[src/rtl/audio_attenuator.sv]
`default_nettype none
// ============================================================================
//  Module      : audio_attenuator
//  Description : Stereo 2x2 gain matrix with one shared multiplier. Each
//                accepted sample pair is processed in four multiply cycles,
//                then saturated to 16 bits and presented with a one-cycle
//                strobe. Gains are double-buffered: shadow writes are
//                committed to the active set at the start of a sample.
//  Revision    : 1.0 - initial release
// ============================================================================
module audio_attenuator (
   input  logic               clk,
   input  logic               reset_n,
   input  logic               sample_strobe,
   input  logic signed [15:0] in_left,
   input  logic signed [15:0] in_right,
   input  logic               att_write,
   input  logic [1:0]         att_sel,
   input  logic [7:0]         att_data,
   input  logic               att_apply,
   input  logic               mute,
   output logic signed [15:0] out_left,
   output logic signed [15:0] out_right,
   output logic               out_strobe,
   output logic               busy,
   output logic               overrun
);

   // Gain matrix indices: 0=LL, 1=LR, 2=RL, 3=RR
   localparam logic [7:0] C_UNITY = 8'h80;

   typedef enum logic [2:0] {
      S_IDLE   = 3'd0,
      S_MUL_LL = 3'd1,
      S_MUL_RL = 3'd2,
      S_MUL_LR = 3'd3,
      S_MUL_RR = 3'd4,
      S_OUT    = 3'd5
   } state_t;

   state_t             r_state;
   logic signed [15:0] r_in_l;
   logic signed [15:0] r_in_r;
   logic [7:0]         r_shadow [4];
   logic [7:0]         r_active [4];
   logic               r_pending;
   logic signed [25:0] r_acc;
   logic signed [25:0] r_sum_l;
   logic signed [15:0] r_out_l;
   logic signed [15:0] r_out_r;
   logic               r_out_strobe;
   logic               r_busy;
   logic               r_overrun;

   logic               w_accept;
   logic               w_first;
   logic signed [15:0] w_mul_in;
   logic [7:0]         w_mul_g;
   logic signed [24:0] w_prod;
   logic signed [25:0] w_sum;

   // Clamp a 26-bit accumulator, after the >>>7 gain scaling, to 16 bits
   function automatic logic signed [15:0] sat16(input logic signed [25:0] v);
      logic signed [25:0] v_sh;
      v_sh = v >>> 7;
      if (v_sh > 26'sd32767)
         sat16 = 16'sh7FFF;
      else if (v_sh < -26'sd32768)
         sat16 = 16'sh8000;
      else
         sat16 = v_sh[15:0];
   endfunction

   // A new sample is taken only when idle or in the output cycle
   assign w_accept = sample_strobe && ((r_state == S_IDLE) || (r_state == S_OUT));

   // First product of each channel starts a fresh accumulation
   assign w_first  = (r_state == S_MUL_LL) || (r_state == S_MUL_LR);

   // Shared multiplier operand selection by FSM state
   always_comb begin
      w_mul_in = w_first ? r_in_l : r_in_r;
      w_mul_g  = 8'h00;
      case (r_state)
         S_MUL_LL: w_mul_g = r_active[0];
         S_MUL_RL: w_mul_g = r_active[2];
         S_MUL_LR: w_mul_g = r_active[1];
         S_MUL_RR: w_mul_g = r_active[3];
         default:  w_mul_g = 8'h00;
      endcase
   end

   // Gain is zero-extended to 9-bit signed, so the product is 16x9 -> 25 bits
   assign w_prod = $signed({{9{w_mul_in[15]}}, w_mul_in}) * $signed({17'd0, w_mul_g});
   assign w_sum  = (w_first ? 26'sd0 : r_acc) + {w_prod[24], w_prod};

   // Shadow gain register writes; independent of the FSM
   always_ff @(posedge clk or negedge reset_n) begin
      if (!reset_n) begin
         r_shadow[0] <= C_UNITY;
         r_shadow[1] <= 8'h00;
         r_shadow[2] <= 8'h00;
         r_shadow[3] <= C_UNITY;
      end else if (att_write) begin
         r_shadow[att_sel] <= att_data;
      end
   end

   // Sequencer: sample capture, gain commit, multiply-accumulate, output
   always_ff @(posedge clk or negedge reset_n) begin
      if (!reset_n) begin
         r_state      <= S_IDLE;
         r_in_l       <= 16'sd0;
         r_in_r       <= 16'sd0;
         r_active[0]  <= C_UNITY;
         r_active[1]  <= 8'h00;
         r_active[2]  <= 8'h00;
         r_active[3]  <= C_UNITY;
         r_pending    <= 1'b0;
         r_acc        <= 26'sd0;
         r_sum_l      <= 26'sd0;
         r_out_l      <= 16'sd0;
         r_out_r      <= 16'sd0;
         r_out_strobe <= 1'b0;
         r_busy       <= 1'b0;
         r_overrun    <= 1'b0;
      end else begin
         r_out_strobe <= 1'b0;

         // Commit uses pre-write shadow values, so a coincident write
         // stays in shadow. An apply coinciding with the accept re-arms
         // the flag for the following sample.
         if (w_accept) begin
            if (r_pending) begin
               r_active[0] <= r_shadow[0];
               r_active[1] <= r_shadow[1];
               r_active[2] <= r_shadow[2];
               r_active[3] <= r_shadow[3];
            end
            r_pending <= att_apply;
         end else if (att_apply) begin
            r_pending <= 1'b1;
         end

         if (sample_strobe && r_busy)
            r_overrun <= 1'b1;

         case (r_state)
            S_IDLE, S_OUT: begin
               if (w_accept) begin
                  r_in_l  <= in_left;
                  r_in_r  <= in_right;
                  r_busy  <= 1'b1;
                  r_state <= S_MUL_LL;
               end else begin
                  r_state <= S_IDLE;
               end
            end
            S_MUL_LL: begin
               r_acc   <= w_sum;
               r_state <= S_MUL_RL;
            end
            S_MUL_RL: begin
               r_sum_l <= w_sum;
               r_state <= S_MUL_LR;
            end
            S_MUL_LR: begin
               r_acc   <= w_sum;
               r_state <= S_MUL_RR;
            end
            S_MUL_RR: begin
               r_out_l      <= mute ? 16'sd0 : sat16(r_sum_l);
               r_out_r      <= mute ? 16'sd0 : sat16(w_sum);
               r_out_strobe <= 1'b1;
               r_busy       <= 1'b0;
               r_state      <= S_OUT;
            end
            default: begin
               r_busy  <= 1'b0;
               r_state <= S_IDLE;
            end
         endcase
      end
   end

   assign out_left   = r_out_l;
   assign out_right  = r_out_r;
   assign out_strobe = r_out_strobe;
   assign busy       = r_busy;
   assign overrun    = r_overrun;

endmodule
`default_nettype wire

[config.mk]
export PLATFORM = sky130hd
export DESIGN_NAME = audio_attenuator
export DESIGN_NICKNAME = d
export VERILOG_FILES = /design/src/rtl/audio_attenuator.sv
export SDC_FILE = /design/constraint.sdc
export NUM_CORES = 1
export LEC_CHECK = 0
export CORE_UTILIZATION = 40
export DETAILED_ROUTE_END_ITERATION = 6
export PLACE_DENSITY = 0.66
export SYNTH_ARGS = -nofsm -noshare
export SYNTH_HDL_FRONTEND = slang
export SYNTH_SLANG_ARGS = --single-unit
export TNS_END_PERCENT = 10
[constraint.sdc]
create_clock -name clk -period 11 [get_ports clk]
set_input_delay 1.1 -clock clk [delete_from_list [all_inputs] [get_ports clk]]
set_output_delay 1.1 -clock clk [all_outputs]
set_load 0.02 [all_outputs]
==> results_dict.tcl, run 1 <==
set metrics [dict create \
    overflow 0 \
    grt.total_usage_pct 18.0 \
    syn-num-nets 1586 \
    wl_per_cell_um 15.1 \
    yosysWarnings 0 \
    hold_path_class "flop to flop" \
    start_util_pct 40.9 \
    worst-path-stages 28 \
    postRouteAntennaNets 0 \
    post_cts_resized 0 \
    cp_common_cell "inv_1" \
    status "finished, final reports clean" \
    netlist_area_um2 13300 \
    holdPathStages 2 \
    antenna_found_initial 0 \
    max_stage_delay_ns 0.73 \
    cts_tree "done" \
    slew_violations 0 \
    pin_count 83 \
    rr_worst_depth 28 \
    ys_ff_latch 180 \
    finalClockSkew_ns 0.0235 \
    cp_slowest_cell "nand2b_2" \
    grt_max_degree 105 \
    grt_pass1_wl_um 48500 \
    setup_viol 0 \
    area_growth_pct 14.2 \
    postSynthAreaPerCell_um2 9.80 \
    cp_top_family "adder cells" \
    postCtsHoldBufs 0 \
    reg2reg_slack_ns 1.78 \
    yosysSeqAreaShare_pct 33.8 \
    drive_above_1_share_pct 12.3 \
    rows 66 \
    synthDistinctLibCells 60 \
    clockBufferDepth 2 \
    critPathCaptureType "flop" \
    vias_per_cell 5.07 \
    wl_um 28400 \
    cts_buffers 17 \
    numPlacedInstances 1847 \
    maxCapViolCount 0 \
    clk_latency_ns 0.45 \
    final_cells 1879 \
    portBuffers 82 \
    setup_tns_ns 0 \
    finalWeightedCongestion 0.897 \
    worst_pin_slew_ns 1.07 \
    slew_headroom_pct 28.2 \
    async_flop_share_pct 100 \
    period_minus_slack_ns 9.22 \
    synth_edf_count 0 \
    die_w_um 185 \
    cts_setup_buffers 0 \
    htreeDepth 4 \
    crit_arrival_ns 9.52 \
    clockRootBuffer "clkbuf_16" \
    rsz0062_at_grt "no" \
    cp-start-kind "flop" \
    clk_pin_slew_ns 0.08 \
    die_h_um 185 \
    fmax_ghz 0.109 \
    worstSetupPathType "flop to flop" \
    design.die.area_um2 34100 \
    firstDrtPassIters 5 \
    drtIter0Drc 648 \
    drc 0 \
    worstPathRequired_ns 11.31 \
    n_antenna_cell 0 \
    final_hold_viol_count 0 \
    core_area_um2 32600 \
    worstPathMaxFanout 32 \
    hpwl_um 22100 \
    fin_nets 1650 \
    layout_worst_path_cycle_share_pct 83.8 \
    crit_buf_inv 7 \
    whs_ns 0.465 \
    synthFlopType "dfrtp_1" \
    cts.sinks 180 \
    syn_inst 1360 \
    via_count 9528 \
    grt_pass1_vias 9751 \
]
[stage by stage]
| stage | cell area, um2 | setup slack [ns] | util (%) |
|---|---|---|---|
| after global placement | 14600 | 1.95 | 44.8 |
| final | 15200 | 1.78 | 46.6 |
| after floorplan | 13300 | 2.87 | - |
| after CTS | 15200 | 1.86 | 46.6 |
| after detailed placement | 14600 | 1.87 | 44.8 |
| after global routing | 15200 | 1.14 | 46.6 |
[registers in the layout (all words and copies together) (netlist names), 3 cells and up]
signal / cells
r_in_l: 16
r_sum_l: 19
r_shadow: 32
r_acc: 26
out_left: 16
r_active: 32
r_in_r: 16
out_right: 16
r_state: 3
[cell usage in the layout (no fill, tap or decap), types with 5 or more instances in the layout]
cell	count
xor2_1	14
o21ai_0	56
and2_1	28
nor2b_1	6
a21oi_1	60
dfrtp_1	176
clkbuf_16	17
nand3_1	20
o21ai_1	5
clkdlybuf4s50_1	81
o21a_1	8
a21o_1	13
xnor2_1	25
o21bai_1	32
buf_4	14
nor2_1	105
nor3_1	8
mux2i_1	22
and3_1	7
fa_1	103
clkinv_8	6
nand2_1	143
ha_1	75
a211oi_1	6
nand4_1	16
inv_1	191
mux2_2	111
o31ai_1	18
[Yosys cell counts, types with 13 or more instances]
master	instances	area [um2]
a21oi_1	60	300
o21ai_0	56	280
nand4_1	16	100
nand2_1	143	537
mux2i_1	22	220
dfrtp_1	176	4400
xor2_1	14	123
xnor2_1	25	219
a21o_1	13	97.6
clkbuf_1	41	154
fa_1	103	2060
inv_1	191	717
nor2_1	105	394
nand3_1	20	100
mux2_2	111	1250
and2_1	28	175
o21bai_1	32	240
ha_1	75	938
o31ai_1	18	135
[worst paths after layout]
check | from | end
hold reg to reg | out_left[7] | out_left[7]
max in group asynchronous | reset_n | r_active[3]
setup reg to reg | r_state[2] | out_right[14]
hold / removal | out_left[7] | out_left[7]
min in group asynchronous | reset_n | out_left[3]
setup / recovery | r_state[2] | out_right[14]
[cell type report]
type                            instances  area (um2)
Multi-Input combinational cell        937        7900
Fill cell                            3119       17400
Tap cell                              442         553
Timing Repair Buffer                   96         930
Clock inverter                         15         181
Inverter                              192         721
Sequential cell                       180        4510
Clock buffer                           17         425
[cell families (layout without fill, tap and decap cells)]
| group | after synthesis | count (layout) | synth area share, % |
|---|---|---|---|
| buf+inv | 243 | 320 | 6.94 |
| mux | 133 | 133 | 11.0 |
| compound gates | 229 | 229 | 10.9 |
| flops | 180 | 180 | 33.8 |
| fa+ha+maj | 178 | 178 | 22.5 |
| simple gates | 357 | 357 | 12.0 |
| xor+xnor | 40 | 40 | 2.74 |
[routing by layer]
metal | wire length (um) | vias up | global-route usage [%] | share of wire [%]
li1 | - | 4623 | - | -
met1 | 14000 | 4675 | 25.2 | 49
met2 | 12900 | 206 | 28.8 | 45
met3 | 1110 | 24 | 2.77 | 3.9
met4 | 444 | 0 | 4.80 | 1.6
met5 | 0 | - | 0 | 0
[worst reg2reg max path, delay by kind of cell, from the launching register on]
family,cells,cell delay [ns]
adder cells (fa/ha/maj),6,2.82
buffers and inverters,7,0.89
AO/OA/AOI/OAI,8,2.04
XOR/XNOR,1,0.15
AND/OR/NAND/NOR,5,1.79
flip-flops,1,0.70
multiplexers,1,0.69
Power of run 1 is left out: the tool's default activity adds up to more than one toggle a clock period on the data nets, which glitch-free logic cannot reach.
==> run 2: changes to the inputs <==
Clock period 11 ns to 8.9 ns, I/O delays scaled along.
==> run 2 against run 1 <==
Compared with the run above: global-route usage decreased by 0.29 points; sequential share of layout area decreased by 0.17 points; critical endpoint is now out_right[0]; hold slack worse by 0.0010 ns; worst setup slack got worse by 1.2 ns; fmax rose by 10%; critical path depth grew 7; first-iteration DRC count down 21%; core utilization up 0.28 points.
==> results_dict.tcl, run 2 (synthesis gave the netlist of run 1 again) <==
set metrics [dict create \
    htreeDepth 4 \
    rsz0062_at_grt "no" \
    n_fill_cell 3061 \
    hold_path_class "flop to flop" \
    die_h_um 185 \
    pin_count 83 \
    wl_um 28000 \
    n_antenna_cell 0 \
    cp_top_family "compound AO/OA/AOI/OAI gates" \
    cts_tree "done" \
    drive_above_1_share_pct 13.1 \
    postRouteAntennaNets 0 \
    clockBufferDepth 2 \
    status "finished, final reports clean" \
    maxCapViolCount 0 \
    setup_viol 0 \
    worst_pin_slew_ns 0.966 \
    clk_pin_slew_ns 0.08 \
    start_util_pct 40.9 \
    clk_latency_ns 0.45 \
    cp-start-kind "flop" \
    grt_pass1_vias 9522 \
    drc 0 \
    crit_buf_inv 5 \
    firstDrtPassIters 5 \
    slew_headroom_pct 35.4 \
    critPathCaptureType "flop" \
    die_w_um 185 \
    fmax_ghz 0.120 \
    final_cell_mix "inv_1, dfrtp_1, nand2_1" \
    worstPathRequired_ns 9.24 \
    final_common_cell "inv_1" \
    period_minus_slack_ns 8.35 \
    slew_violations 0 \
    portBuffers 82 \
    crit_arrival_ns 8.69 \
    antenna_found_initial 0 \
    final_cells 1889 \
    vias_per_cell 5.01 \
    core_area_um2 32600 \
    wl_per_cell_um 14.8 \
    rows 66 \
    grt_max_degree 103 \
    setup_tns_ns 0 \
    finalWeightedCongestion 0.875 \
    post-route-cell-area_um2 15300 \
    numPlacedInstances 1856 \
    design.die.area_um2 34100 \
    fin_nets 1660 \
    cts_buffers 17 \
    grt.total_usage_pct 17.7 \
    placed_cell_area_um2 14700 \
    reg.largest.list "r_active (32), r_shadow (32), r_acc (26)" \
    cp_common_cell "a21oi_1" \
    via_count 9460 \
    worstSetupPathType "flop to flop" \
    final_hold_viol_count 0 \
    layout_worst_path_cycle_share_pct 93.8 \
    hpwl_um 21600 \
    finalClockSkew_ns 0.0157 \
    whs_ns 0.464 \
    overflow 0 \
    cp_slowest_cell "fa_1" \
    postCtsHoldBufs 0 \
    cts.sinks 180 \
    area_growth_pct 14.9 \
    drtIter0Drc 509 \
    max_stage_delay_ns 0.59 \
    clockRootBuffer "clkbuf_16" \
    grt_pass1_wl_um 47700 \
    worstPathMaxFanout 15 \
]
run 2: path summary, 6_finish.rpt:
| check | start | to | slack [ns] | cells after the start |
|---|---|---|---|---|
| min in group asynchronous | reset_n | out_left[6] | 0.54 | 1 |
| worst max-delay path | r_state[0] | out_right[0] | 0.55 | 35 |
| worst max register to register | r_state[0] | out_right[0] | 0.55 | 35 |
| max in group asynchronous | reset_n | r_state[0] | 6.79 | 2 |
| worst min register to register | overrun | overrun | 0.46 | 1 |
| worst min-delay path | overrun | overrun | 0.46 | 1 |
run 2: cell type report:
cell class	count	area (um2)	share of cell area (%)
clock buffer	20	447	2.92
clock inverter	12	146	0.956
inverter	192	724	4.73
multi-input combinational	937	7920	51.7
sequential	180	4510	29.5
tap	442	553	3.61
timing repair buffer	106	1000	6.56
run 2: per-layer routing:
metal,track usage [%],wire length [um],up-vias
met2,28.0,12800,221
li1,-,-,4626
met5,0,0,-
met4,4.83,328,0
met1,24.8,13700,4593
met3,3.00,1170,20
run 2: worst register-to-register path: cells and delay by family, from the launching register on:
kind | cells | cell delay [ns]
compound gates | 14 | 2.63
xor+xnor | 2 | 0.41
fa+ha+maj | 6 | 2.59
buf+inv | 5 | 0.56
flops | 1 | 0.58
simple gates | 8 | 1.48
run 2: repair_timing:
item,in CTS,in global routing
buffers inserted,0,1
endpoints found under the setup margin,0,15
resized for setup,0,6
run 2: stage by stage:
step / util, % / worst slack (ns)
finish: 46.9 / 0.552
CTS: 46.8 / 0.262
global route: 46.9 / 0.000169
floorplan: - / 0.772
global placement: 45.0 / 0.466
detailed placement: 45.0 / 0.323
Power of run 2 is left out for the same reason.
==> run 3: changes to the inputs <==
Settings changed: CORE_ASPECT_RATIO from default to 1.5, CTS_BUF_LIST from default to sky130_fd_sc_hd__clkbuf_4.
==> run 3 against run 2 <==
Compared with the run above: worst setup slack improved by 0.030 ns; first-iteration DRC count fell by 28%; clock-buffer cell count is 3 lower; via count up 1.2%; core utilization fell by 0.96 points; cell area fell by 1.7%; clock skew grew 0.035 ns; critical path type unchanged; largest cell class unchanged.
==> results_dict.tcl, run 3 (synthesis gave the netlist of run 1 again) <==
set metrics [dict create \
    finalClockSkew_ns 0.0509 \
    crit_arrival_ns 8.86 \
    max_stage_delay_ns 0.56 \
    final.setup.worst_slack_ns 0.583 \
    start_util_pct 40.7 \
    cts_buffers 17 \
    area_growth_pct 12.9 \
    pin_count 83 \
    gr-usage-met2_pct 33.5 \
    clk_pin_slew_ns 0.20 \
    cts_setup_buffers 0 \
    drtIter0Drc 367 \
    slew_violations 0 \
    die_w_um 151 \
    clockBufferDepth 2 \
    clk_latency_ns 0.67 \
    period_minus_slack_ns 8.32 \
    overflow 0 \
    met3_usage_pct 2.27 \
    grt_pass1_vias 10000 \
    cts.sinks 180 \
    postCtsHoldBufs 0 \
    fin_nets 1663 \
    hpwl_um 23000 \
    vias_per_cell 5.13 \
    grt_max_degree 79 \
    rr_startpoint "r_state[0]" \
    busiest_layer "met2" \
    final_common_cell "inv_1" \
    final_cell_mix "inv_1, dfrtp_1, nand2_1" \
    grt.total_usage_pct 18.4 \
    crit_start "r_state[0]" \
    core_area_um2 32700 \
    pre_cts_slack_ns -0.00697 \
    placed_cell_area_um2 14700 \
    wl_per_cell_um 15.5 \
    critPathCaptureType "flop" \
    wl_um 29000 \
    die_h_um 226 \
    drive_above_1_share_pct 13.4 \
    n_fill_cell 3114 \
    cts_tree "done" \
    drc 0 \
    rows 81 \
    hold_path_class "input pin to asynchronous set/reset pin" \
    finalWeightedCongestion 0.875 \
    maxCapViolCount 0 \
    worstSetupPathType "flop to flop" \
    setup_viol 0 \
    cp_slowest_cell "fa_1" \
    final_hold_viol_count 0 \
    clockRootBuffer "clkbuf_4" \
    status "finished, final reports clean" \
    cp-start-kind "flop" \
    postRouteAntennaNets 0 \
    grt_pass1_wl_um 48900 \
    worst_pin_slew_ns 1.24 \
    worstPathMaxFanout 22 \
    rsz0062_at_grt "no" \
    cp_common_cell "inv_1" \
    portBuffers 82 \
    antenna_found_initial 1 \
    slew_headroom_pct 17.2 \
    reg.largest.list "r_active (32), r_shadow (32), r_acc (26)" \
    firstDrtPassIters 5 \
    design.die.area_um2 34100 \
    layout_worst_path_cycle_share_pct 93.5 \
    met1_usage_pct 21.3 \
    worstPathRequired_ns 9.45 \
    via_count 9571 \
    htreeDepth 4 \
    post_cts_resized 1 \
    post-route-cell-area_um2 15000 \
    fmax_ghz 0.120 \
]
==> run 3: cell count changes in the layout (fill, tap and decap cells not counted), moves of 3 or more <==
cell,delta
clkbuf_16,-17
clkbuf_4,+17
clkinv_8,+6
inv_12,+4
buf_4,+3
inv_6,-3
==> run 3: worst max-delay path: cells and delay by family, from the launching register on <==
kind                       cells  cell delay (ns)
muxes                          1             0.55
buffers and inverters          7             0.85
xor gates and xnor gates       1             0.15
and+or+nand+nor                5             1.32
DFF                            1             0.55
adders and majority gates      6             2.85
AOI/OAI and AO/OA              8             1.93
==> run 3: per-layer routing <==
metal  routed length (um)  vias to the layer above
met5                    0                        -
met4                  842                        0
met3                  811                       41
met2                15300                      179
met1                12100                     4706
li1                     -                     4645
==> run 3: cell type report <==
cell class / instances / area (um2) / area share (%)
clock inverter: 15 / 215 / 1.43
clock buffer: 17 / 128 / 0.848
sequential: 180 / 4510 / 30.0
antenna: 1 / 2.50 / 0.0166
multi-input combinational: 937 / 7930 / 52.7
inverter: 192 / 721 / 4.79
timing repair buffer: 109 / 1020 / 6.81
tap: 415 / 519 / 3.45
==> run 3: path summary, 6_finish.rpt <==
kind                       slack, ns  depth (start not counted)            end
setup / recovery                0.58                         28  out_right[14]
hold / removal                  0.12                          1      r_in_r[6]
setup reg to reg                0.58                         28  out_right[14]
hold reg to reg                 0.49                          2   out_left[12]
max in group asynchronous       7.49                          2     r_state[0]
min in group clk                0.49                          2   out_left[12]
==> run 3: per-stage QoR <==
stage / hold slack (ns) / TNS [ns] / utilization, % / cells
final: 0.121 / 0 / 46.0 / 1866
after global routing: 0.0828 / 0 / 46.0 / 1866
after CTS: 0.0617 / 0 / 45.9 / 1865
after detailed placement: 0.456 / -0.00729 / 44.8 / 1833
after global placement: 0.448 / 0 / 44.8 / 1833
after floorplan: 0.442 / 0 / - / 1360
Power of run 3 is left out for the same reason.
